## config.mk

```make
export PLATFORM = sky130hd
export DESIGN_NAME = seq_trojan_trigger
export DESIGN_NICKNAME = d
export VERILOG_FILES = /design/src/rtl/trojan_pkg.sv /design/src/rtl/trojan_match.sv /design/src/rtl/seq_trojan_trigger.sv
export SDC_FILE = /design/constraint.sdc
export NUM_CORES = 1
export LEC_CHECK = 0
export CAP_MARGIN = 20
export CORE_AREA = 2 2 39 41
export DETAILED_ROUTE_END_ITERATION = 10
export DIE_AREA = 0 0 41 43
export GPL_TIMING_DRIVEN = 0
export PLACE_DENSITY = 0.65
export SLEW_MARGIN = 15
export SYNTH_ARGS = -nofsm -noshare
export SYNTH_HDL_FRONTEND = slang
export SYNTH_HIERARCHICAL = 1
export SYNTH_SLANG_ARGS = --single-unit
```

## constraint.sdc

```tcl
create_clock -name CK -period 2.6 [get_ports CK]
set_input_delay 0.39 -clock CK [delete_from_list [all_inputs] [get_ports CK]]
set_output_delay 0.39 -clock CK [all_outputs]
set_load 0.01 [all_outputs]
```

## src/rtl/trojan_pkg.sv

```systemverilog
// Shared types and default sizes for the sequential Trojan trigger.
package trojan_pkg;

  localparam int unsigned NTrigDef = 8;
  localparam int unsigned VwDef    = 1;
  localparam int unsigned CntWDef  = 4;

  typedef enum logic [1:0] {
    StIdle  = 2'd0,
    StCount = 2'd1,
    StFire  = 2'd2
  } trojan_state_e;

endpackage

```

## src/rtl/trojan_match.sv

```systemverilog
// Masked equality compare of the trigger nets against a fixed pattern.
module trojan_match #(
  parameter int unsigned         N_TRIG     = 8,
  parameter logic [N_TRIG-1:0]   MATCH_VAL  = {N_TRIG{1'b1}},
  parameter logic [N_TRIG-1:0]   MATCH_MASK = {N_TRIG{1'b1}}
) (
  input  logic [N_TRIG-1:0] trig_i,
  output logic              match_o
);

  assign match_o = (((trig_i ^ MATCH_VAL) & MATCH_MASK) == '0);

endmodule

```

## src/rtl/seq_trojan_trigger.sv

```systemverilog
// Time-bomb trigger: fires after THRESH consecutive masked matches and XORs the victim bus.
// Define TROJAN_TRIG_DECAY_EN to make a mismatch decrement the run count instead of clearing it.
module seq_trojan_trigger
  import trojan_pkg::*;
#(
  parameter int unsigned       N_TRIG       = NTrigDef,
  parameter logic [N_TRIG-1:0] MATCH_VAL    = {N_TRIG{1'b1}},
  parameter logic [N_TRIG-1:0] MATCH_MASK   = {N_TRIG{1'b1}},
  parameter int unsigned       VW           = VwDef,
  parameter logic [VW-1:0]     PAYLOAD_MASK = {VW{1'b1}},
  parameter int unsigned       CNT_W        = CntWDef,
  parameter int unsigned       THRESH       = 10,
  parameter bit                STICKY       = 1'b1,
  parameter int unsigned       FIRE_LEN     = 1
) (
  input  logic              CK,
  input  logic              RST,
  input  logic [N_TRIG-1:0] TRIG_IN,
  input  logic [VW-1:0]     VICTIM_IN,
  output logic [VW-1:0]     VICTIM_OUT,
  output logic              TRIG_OUT,
  output logic [CNT_W-1:0]  MATCH_CNT
);

  // Both limits must fit in the counter so it can never wrap.
  if (THRESH < 1 || THRESH > (2 ** CNT_W) - 1) begin : g_bad_thresh
    $error("THRESH out of range 1..2^CNT_W-1");
  end
  if (FIRE_LEN < 1 || FIRE_LEN > (2 ** CNT_W) - 1) begin : g_bad_fire_len
    $error("FIRE_LEN out of range 1..2^CNT_W-1");
  end

  localparam logic [CNT_W-1:0] ThreshC   = CNT_W'(THRESH);
  localparam logic [CNT_W-1:0] FireLastC = CNT_W'(FIRE_LEN - 1);

  logic             match;
  trojan_state_e    state_q;
  logic [CNT_W-1:0] cnt_q;
  logic             fired_q;
  logic [CNT_W-1:0] cnt_inc;

  trojan_match #(
    .N_TRIG     (N_TRIG),
    .MATCH_VAL  (MATCH_VAL),
    .MATCH_MASK (MATCH_MASK)
  ) u_match (
    .trig_i  (TRIG_IN),
    .match_o (match)
  );

  assign cnt_inc = cnt_q + CNT_W'(1);

  always_ff @(posedge CK) begin
    if (RST) begin
      state_q <= StIdle;
      cnt_q   <= '0;
      fired_q <= 1'b0;
    end else begin
      unique case (state_q)
        StIdle: begin
          if (match && THRESH == 1) begin
            state_q <= StFire;
            cnt_q   <= '0;
            fired_q <= 1'b1;
          end else if (match) begin
            state_q <= StCount;
            cnt_q   <= CNT_W'(1);
          end else begin
            cnt_q   <= '0;
          end
        end
        StCount: begin
          if (match && cnt_inc == ThreshC) begin
            state_q <= StFire;
            cnt_q   <= '0;
            fired_q <= 1'b1;
          end else if (match) begin
            cnt_q   <= cnt_inc;
          end else begin
`ifdef TROJAN_TRIG_DECAY_EN
            // Noisy windows only lose one step per miss.
            if (cnt_q <= CNT_W'(1)) begin
              state_q <= StIdle;
              cnt_q   <= '0;
            end else begin
              cnt_q   <= cnt_q - CNT_W'(1);
            end
`else
            state_q <= StIdle;
            cnt_q   <= '0;
`endif
          end
        end
        StFire: begin
          // Sticky mode holds forever; pulse mode reuses cnt as the fire-cycle timer.
          if (!STICKY) begin
            if (cnt_q == FireLastC) begin
              state_q <= StIdle;
              cnt_q   <= '0;
              fired_q <= 1'b0;
            end else begin
              cnt_q   <= cnt_inc;
            end
          end
        end
        default: begin
          state_q <= StIdle;
          cnt_q   <= '0;
          fired_q <= 1'b0;
        end
      endcase
    end
  end

  assign TRIG_OUT   = fired_q;
  assign MATCH_CNT  = cnt_q;
  assign VICTIM_OUT = VICTIM_IN ^ (PAYLOAD_MASK & {VW{fired_q}});

endmodule

```

==> results of run 1 <==
==> cells by family (layout without fill, tap and decap cells) <==
group	after synthesis	after routing	share of synthesized area, %
flip-flops	7	7	35.1
XOR/XNOR	2	2	4.39
buffers and inverters	1	21	0.940
AND/OR/NAND/NOR	21	21	28.5
AO/OA/AOI/OAI	13	13	24.8
adder cells (fa/ha/maj)	2	2	6.27
==> layout by cell type, fill, tap and decap left out, types with 2 or more instances in the layout <==
cell type        count
nand4_1              3
nand2_1              3
clkdlybuf4s50_1     16
nor2_1               8
dfxtp_1              7
ha_1                 2
clkbuf_4             3
a21oi_1              4
==> final timing paths <==
check                             startpoint         end  slack [ns]
worst max-delay path               VICTIM_IN  VICTIM_OUT        0.65
worst min-delay path              state_q[0]  state_q[0]        0.53
worst max register to register  MATCH_CNT[0]  state_q[1]        1.23
worst min register to register    state_q[0]  state_q[0]        0.53
==> power groups by stage <==
stage	Combinational (W)	Clock (W)	Sequential (W)
after floorplan	0.00000247	0	0.000110
after global placement	0.0000205	0	0.000110
after detailed placement	0.0000209	0	0.000110
after CTS	0.0000209	0.0000994	0.000107
after global routing	0.0000223	0.000105	0.000107
final	0.0000208	0.0000955	0.000108
==> sequential cells by signal, summed over array words and instances (netlist names) <==
register / cells
MATCH_CNT: 4
TRIG_OUT: 1
state_q: 2
==> worst max-delay path, cell delays in order <==
cell and delay [ns]:
clkdlybuf4s50_1 0.47, xor2_1 0.15, clkdlybuf4s50_1 0.55
==> metrics by stage <==
stage / hold WS, ns / total power (W) / utilization [%]
final: 0.527 / 0.000224 / 43.8
after global routing: 0.553 / 0.000235 / 43.8
after CTS: 0.529 / 0.000228 / 43.8
after detailed placement: 0.513 / 0.000131 / 41.9
after global placement: 0.502 / 0.000130 / 41.9
after floorplan: 0.452 / 0.000112 / -
==> routing by layer <==
| metal | share of wire [%] | wire length, um | GRT usage (%) |
|---|---|---|---|
| met1 | 48 | 410 | 13.9 |
| met2 | 50 | 430 | 15.9 |
| met3 | 2.0 | 17 | 4.71 |
| met4 | 0 | 0 | 2.00 |
| met5 | 0 | 0 | 0 |
==> final cells by class <==
class	count	area [sq um]
Clock buffer	4	26.3
Fill cell	144	778
Inverter	1	3.75
Multi-Input combinational cell	38	255
Sequential cell	7	140
Tap cell	16	20.0
Timing Repair Buffer	16	160
==> impl_results.md, run 1 <==
- Starting DRC count in detailed routing: 9
- List of most frequent post-synthesis cells: nor2_1 (8), dfxtp_1 (7), a21oi_1 (4)
- Clock buffer count from CTS: 3
- Logic pwr share: 9.3%
- Int Power: 0.000181 W
- Setup crit start kind: input pin
- Clk_lat worst skew: approximately 0.24 ns
- Number of synthesized flops with an enable pin: 0
- Sink Count: 7
- Final period util: ~75%
- Die ar.: 1760 sq um
- Initial Util: 28.8%
- Switching power: between 0.00004 and 0.00005 W
- Synth warn: 6
- Layout Cells excl Fill: 82
- DIE WIDTH: roughly 41 um
- Finish-stage setup viols: 0
- Critical path class: input pin to output pin
- Seq pwr share: slightly below 50%
- Antenna-violating nets left: 0
- Num ports: 17
- Wire per inst: 10.5 um
- Fin Setup TNS: 0 ns
- Max Cap Viol: 0
- Register area share after synthesis: 35.1%
- Post-synthesis cell area: 399 sq um
- Tmin final: a little under 2 ns
- Inst Count DP: 78
- Register bit total from synthesis: 7
- RSZ-0062 raised after global routing: no
- Layout cell share with drive strength beyond 1: 9.09%
- Cell taking the most area after synthesis: dfxtp_1
- Rel. slew slack: 78.1%
- FFs w/ async S/R, synth: 0%
- DRC violations left: 0
- Global route overflow: 0
- TritonCTS clock tree: done
- P per Cell Area: between 300 and 400 nW/um^2
- Largest net degree at the start of global routing: 9
- H-Tree Depth: 1
- Post-route cell area: between 600 and 700 sq um
- GP Congestion: 0.651
- DR vias: between 300 and 400
- Status: complete, no violations
- Clock power share: 42.6%
- Hpwl dp: about 670 um
- Lkg Pwr: 0.211 nW
- Pre-CTS setup slack: 0.655 ns
- # Post-CTS Setup Buffers: 0
- Skew final: around 0.0010 ns
- Synth cell types: 25
- Drt pass-1 iters: 4
- PostCTS Resize Cnt: 0
- Die height: 43 um
- Syn_area_per_cell: 8.68 sq um
- Fin nets: 80
- Worst-path fanout max: 1
- Row Count: 14
- Vias per Instance: between 4 and 5
- Placeable Area: ~1400 sq um
- Worst endpoint required time: 2.21 ns
- Post-Syn Nets: 59
- Post-Syn Instances: 46
- Number of diodes: 0
- Hold crit path type: register to register
- Placed instance area: 579 sq um
- R2R cell count: 4
- Global-route wire length before repair: about 1300 um
- WHS Path Cells: 1
- Fmax achieved: 0.514 GHz
- Hold Buf Count CTS: 0
- Final worst setup slack: 0.655 ns
- Actual slew at the worst max-slew pin: 0.321 ns
- Worst-path clk slew: 0.05 ns
- Ranking of synthesized cells by area: dfxtp_1 (35%), nor2_1 (7.5%), ha_1 (6.3%)
- Port buffer count: 16
- Maximum vdd ir drop: 151 uV
- Initial antenna violation count: 0
- Area share of the largest cell type after synthesis: 35.1%
- Clock root cell: clkbuf_4
- Endpoint type of the worst setup path: output pin
- Max Slew Vio Count: 0
- Area growth, synth to finish: 51.7%
- Top FF cell, synth: dfxtp_1
- CTS max path bufs: 2
- Switching Share: 19.1%
- Number of global-route vias before repair: ~340
- Final Hold Viols: 0
- Critical path arrival: 1.56 ns
- Total Wirelength: ~860 um
- Most frequent cell after synthesis: nor2_1
- GRT Overall Usage: a little over a tenth
Power figures use the tool's default switching activity.
==> run 2: changes to the inputs <==
==> constraint.sdc (replaced) <==
create_clock -name CK -period 2 [get_ports CK]
set_input_delay 0.3 -clock CK [delete_from_list [all_inputs] [get_ports CK]]
set_output_delay 0.3 -clock CK [all_outputs]
set_load 0.01 [all_outputs]
==> results of run 2 <==
Same layout as run 1 (identical final DEF). Status: complete, no violations.
Main changes from that run: setup slack after placement 0.655 ns -> 0.235 ns; setup slack after layout 0.655 ns -> 0.235 ns; register-to-register setup slack 1.23 ns -> 0.63 ns; total power 0.000224 W -> 0.000291 W; worst IR drop on VDD 151 uV -> 196 uV
